--- config.mk ---
export PLATFORM = sky130hd
export DESIGN_NAME = axi_rd_arbiter
export DESIGN_NICKNAME = d
export VERILOG_FILES = /design/src/rtl/axi_rd_arbiter.sv
export SDC_FILE = /design/constraint.sdc
export NUM_CORES = 1
export LEC_CHECK = 0
export BUFFER_PORTS_ARGS = -buffer_cell sky130_fd_sc_hd__clkbuf_2
export CAP_MARGIN = 25
export CELL_PAD_IN_SITES_DETAIL_PLACEMENT = 1
export CELL_PAD_IN_SITES_GLOBAL_PLACEMENT = 2
export CORE_AREA = 2 2 134 136
export DETAILED_ROUTE_END_ITERATION = 16
export DIE_AREA = 0 0 136 138
export PLACE_DENSITY = 0.91
export SYNTH_ARGS = -nofsm -noshare
export SYNTH_HDL_FRONTEND = slang
export SYNTH_SLANG_ARGS = --single-unit
export TNS_END_PERCENT = 100
--- constraint.sdc ---
create_clock -name I_clk -period 4.05 [get_ports I_clk]
set_input_delay 0.81 -clock I_clk [delete_from_list [all_inputs] [get_ports I_clk]]
set_output_delay 0.81 -clock I_clk [all_outputs]
set_load 0.02 [all_outputs]
--- src/rtl/axi_rd_arbiter.sv ---
// Two-master AXI read-port arbiter: grants IC or DC one AR transaction at a time
// and steers the R burst back to the granted master until its last beat.
module axi_rd_arbiter #(
    parameter int unsigned ADDR_W = 32,
    parameter int unsigned DATA_W = 64,
    parameter bit          RR_EN  = 1'b1
) (
    input  logic              I_clk,
    input  logic              I_rst,
    input  logic [ADDR_W-1:0] I_ic_araddr,
    input  logic              I_ic_arvalid,
    input  logic [7:0]        I_ic_arlen,
    input  logic [2:0]        I_ic_arsize,
    input  logic [1:0]        I_ic_arburst,
    output logic              O_ic_arready,
    input  logic              I_ic_rready,
    output logic [DATA_W-1:0] O_ic_rdata,
    output logic              O_ic_rvalid,
    output logic              O_ic_rlast,
    input  logic [ADDR_W-1:0] I_dc_araddr,
    input  logic              I_dc_arvalid,
    input  logic [7:0]        I_dc_arlen,
    input  logic [2:0]        I_dc_arsize,
    input  logic [1:0]        I_dc_arburst,
    output logic              O_dc_arready,
    input  logic              I_dc_rready,
    output logic [DATA_W-1:0] O_dc_rdata,
    output logic              O_dc_rvalid,
    output logic              O_dc_rlast,
    output logic [ADDR_W-1:0] O_mem_araddr,
    output logic              O_mem_arvalid,
    output logic [7:0]        O_mem_arlen,
    output logic [2:0]        O_mem_arsize,
    output logic [1:0]        O_mem_arburst,
    input  logic              I_mem_arready,
    input  logic [DATA_W-1:0] I_mem_rdata,
    input  logic              I_mem_rvalid,
    input  logic              I_mem_rlast,
    output logic              O_mem_rready,
    output logic              O_busy
);

    typedef enum logic [2:0] {
        IDLE  = 3'd0,
        AR_IC = 3'd1,
        AR_DC = 3'd2,
        R_IC  = 3'd3,
        R_DC  = 3'd4
    } state_t;

    state_t state, state_nxt;
    // last_dc = 1 when the most recent AR handshake belonged to DC
    logic   last_dc, last_dc_nxt;

    always_ff @(posedge I_clk) begin
        if (I_rst) begin
            state   <= IDLE;
            last_dc <= 1'b0;
        end else begin
            state   <= state_nxt;
            last_dc <= last_dc_nxt;
        end
    end

    // Arbitration and burst tracking; grant is held until the last R beat is accepted
    always_comb begin
        state_nxt   = state;
        last_dc_nxt = last_dc;
        unique case (state)
            IDLE: begin
                if (I_ic_arvalid && I_dc_arvalid)
                    state_nxt = (RR_EN && last_dc) ? AR_IC : AR_DC;
                else if (I_dc_arvalid)
                    state_nxt = AR_DC;
                else if (I_ic_arvalid)
                    state_nxt = AR_IC;
            end
            AR_IC: begin
                if (I_mem_arready) begin
                    state_nxt   = R_IC;
                    last_dc_nxt = 1'b0;
                end
            end
            AR_DC: begin
                if (I_mem_arready) begin
                    state_nxt   = R_DC;
                    last_dc_nxt = 1'b1;
                end
            end
            R_IC: begin
                if (I_mem_rvalid && I_ic_rready && I_mem_rlast)
                    state_nxt = IDLE;
            end
            R_DC: begin
                if (I_mem_rvalid && I_dc_rready && I_mem_rlast)
                    state_nxt = IDLE;
            end
            default: state_nxt = IDLE;
        endcase
    end

    // Channel steering; everything not owned by the current state is driven to zero
    always_comb begin
        O_ic_arready  = 1'b0;
        O_ic_rdata    = '0;
        O_ic_rvalid   = 1'b0;
        O_ic_rlast    = 1'b0;
        O_dc_arready  = 1'b0;
        O_dc_rdata    = '0;
        O_dc_rvalid   = 1'b0;
        O_dc_rlast    = 1'b0;
        O_mem_araddr  = '0;
        O_mem_arvalid = 1'b0;
        O_mem_arlen   = '0;
        O_mem_arsize  = '0;
        O_mem_arburst = '0;
        O_mem_rready  = 1'b0;
        O_busy        = (state != IDLE);
        unique case (state)
            AR_IC: begin
                O_mem_araddr  = I_ic_araddr;
                O_mem_arvalid = 1'b1;
                O_mem_arlen   = I_ic_arlen;
                O_mem_arsize  = I_ic_arsize;
                O_mem_arburst = I_ic_arburst;
                O_ic_arready  = I_mem_arready;
            end
            AR_DC: begin
                O_mem_araddr  = I_dc_araddr;
                O_mem_arvalid = 1'b1;
                O_mem_arlen   = I_dc_arlen;
                O_mem_arsize  = I_dc_arsize;
                O_mem_arburst = I_dc_arburst;
                O_dc_arready  = I_mem_arready;
            end
            R_IC: begin
                O_ic_rdata   = I_mem_rdata;
                O_ic_rvalid  = I_mem_rvalid;
                O_ic_rlast   = I_mem_rlast;
                O_mem_rready = I_ic_rready;
            end
            R_DC: begin
                O_dc_rdata   = I_mem_rdata;
                O_dc_rvalid  = I_mem_rvalid;
                O_dc_rlast   = I_mem_rlast;
                O_mem_rready = I_dc_rready;
            end
            default: ;
        endcase
    end

endmodule

==> summary.txt <==
Run status
  • Outcome: finished, final reports clean

Run
  • Max-cap violations: 0

Floorplan
  • Die width: approximately 140 um
  • FP Rows: around 50
  • Die Footprint: 18800 sq um
  • Chip Height: 138 um
  • Initial cell density of the core: just over 9%
  • Io pins: between 300 and 400
  • Core area: about 18000 sq um

Placed design
  • Gp weighted congestion: roughly 0.76
  • Placed instance area: between 3000 and 4000 sq um
  • Post-DP HPWL: about 9.4 mm
  • Buffers on Ports: about 340
  • DP Cell Count: around 800

Timing
  • Relative max-transition margin: between 60% and 70%
  • Final Max Slew Viols: 0
  • RSZ-0062 raised after global routing: no
  • Worst-margin pin slew: 576 ps
  • Setup TNS: 0 ps
  • Period utilization: approximately two thirds
  • Min Tclk post-route: roughly 2700 ps
  • Hold Vio Cnt, Final: 0
  • Fmax: around 0.37 GHz
  • Clock skew: approximately 2.6 ps
  • Setup violations, final: 0

Drt
  • Antenna viol nets, final: 0
  • Vias: between 2k and 3k
  • WL final: approximately 11 mm
  • Via density: between 3 and 4
  • Initial DRT Pass Iterations: 4
  • Routed len/inst: 14.0 um
  • Iter 0 DRT Violations: 72
  • Residual DRC count: 0

Setup path
  • Crit path kind: reg -> out
  • Reg-to-reg startpoint: state[2]
  • CP max FO: 36
  • Worst reg2reg setup slack: approximately 1900 ps
  • CP arrival: 1920 ps
  • WP data required: roughly 3200 ps
  • Critical Path Sink Type: primary output
  • Critical Path Source: state[1]
  • Crit start category: flop

Finish
  • Fillers: approximately 2.3k
  • Storage cell area: about 80 sq um
  • ANT cells: 0
  • Most common cell after layout, fill and taps aside: clkbuf_2
  • Area grow syn2layout: 128%
  • Final core occ: a little over a fifth
  • Final instance area: about 3700 sq um
  • Final #Nets: about 730
  • Final cell count without fillers: roughly 790
  • Area occupied by multi-input gates: about 1400 sq um
  • Most frequent cells in the layout: 344 x clkbuf_2, 133 x and2_1, 47 x a22o_1
  • Share of layout cells above drive strength 1: 63.1%

Global route
  • GRT Total Usage: approximately a tenth
  • Initial antenna violation count: 0
  • First-pass GRT wire length: ~16 mm
  • Total gr overflow: 0
  • Largest net degree at the start of global routing: 70
  • Vias in the first global route: 3004

Hold path
  • Hold Startpoint: last_dc
  • HP Class: reg -> reg

Power
  • Power density cells: approximately 440 nW/um^2
  • Clock power frac: under 10%
  • Sw frac: between 50% and 60%
  • LEAKAGE: about 2.3 nW
  • Logic gate share of total power: 85.4%
  • Int Power: about 0.00068 W
  • P_sw: about 0.00092 W
  • Sequential share of power: under 10%
  • Maximum VDD drop: between 0.2 and 0.25 mV
  • Design Power: ~0.0016 W

Synth
  • Synth cell types: 24
  • Syn Inst Count: around 240
  • YS warnings: 0
  • Cell area after synthesis: around 1600 sq um
  • Syn avg cell area: roughly 6.8 sq um
  • Seq cells post-synth: 4
  • Post-Syn Nets: 400
  • Seq/Total Area, Yosys: between 4 and 5%

Clock tree
  • CTS Root Cell: clkbuf_16
  • Clk buf depth: 2
  • Clock tree sinks: 4
  • Hold_buf cts: 0
  • Worst-Skew Late Latency: between 200 and 250 ps
  • H-tree depth: 1
  • Post-CTS setup buffer count: 0
  • CTS tree: yes
  • Cts repair resizes: 0
  • Clk slew on worst S/H paths: roughly 30 ps
  • Number of buffers created by CTS: 3
## cell usage after synthesis
cell       number  area share, %
nand2_1         3           0.70
a21oi_1         4            1.2
nor2_1          3           0.70
clkbuf_2        1           0.31
or2_2           1           0.39
or4_1           1           0.47
dfxtp_1         4            5.0
a22o_1         47             26
o21ai_0         1           0.31
or3_1           1           0.39
clkbuf_1       13            3.0
and3b_2         1           0.62
buf_2          10            3.1
nor3b_2         2            1.6
nand2b_1        1           0.39
nor3_1          1           0.31
o211a_1         1           0.62
nand3_1         2           0.62
nor3b_1         1           0.47
inv_1           3           0.70
o2bb2ai_1       1           0.55
and2_1        133             52
xnor2_1         1           0.55
a31oi_1         1           0.39
## logic make-up after synthesis
| family | after synthesis | synth area share [%] |
|---|---|---|
| flops | 4 | 4.99 |
| buf+inv | 27 | 7.18 |
| xor+xnor | 1 | 0.546 |
| compound gates | 55 | 28.8 |
| simple gates | 150 | 58.5 |
## routing by layer
layer | up-vias | track usage [%] | part of all wire (%)
met5 | - | 0 | 0
met1 | 1341 | 11.9 | 39
met2 | 181 | 21.0 | 51
li1 | 1459 | - | -
met3 | 4 | 2.05 | 9.7
met4 | 0 | 0.877 | 0.40
## worst paths after layout
path / depth (start not counted) / endpoint
min: 2 / last_dc
max reg2reg: 5 / state[0]
max: 4 / O_ic_rdata[52]
min reg2reg: 2 / last_dc
## through the flow
stage | worst slack [ps] | hold slack, ps
after CTS | 1080 | 485
after detailed placement | 1320 | 479
after global placement | 1350 | 465
after floorplan | 1880 | 444
final | 1320 | 477
after global routing | 1160 | 519
## layout make-up
type	count	area share (%)
clock buffers	3	2.06
flip-flops and latches	4	2.19
multi-input cells	206	39.1
inverters	3	0.308
well taps	229	7.85
repair buffers	348	48.5
## worst max-delay path, stage by stage (launching register included)
cell and delay (ps):
dfxtp_1 490, and3b_2 630, buf_16 230, and2_1 150, clkbuf_2 160
## sequential cells by signal (all words and copies together), names as in the netlist
| name | count |
|---|---|
| last_dc | 1 |
| state | 3 |
## power by group through the flow
stage	Clock [W]	Combinational, W	Sequential [W]
final	0.000156	0.00137	0.0000785
after global routing	0.000161	0.00148	0.0000818
after floorplan	0	0.000881	0.0000690
after CTS	0.000158	0.00139	0.0000789
after detailed placement	0	0.00138	0.0000800
after global placement	0	0.00138	0.0000778
Note: power is estimated with default switching activity, not from simulation.
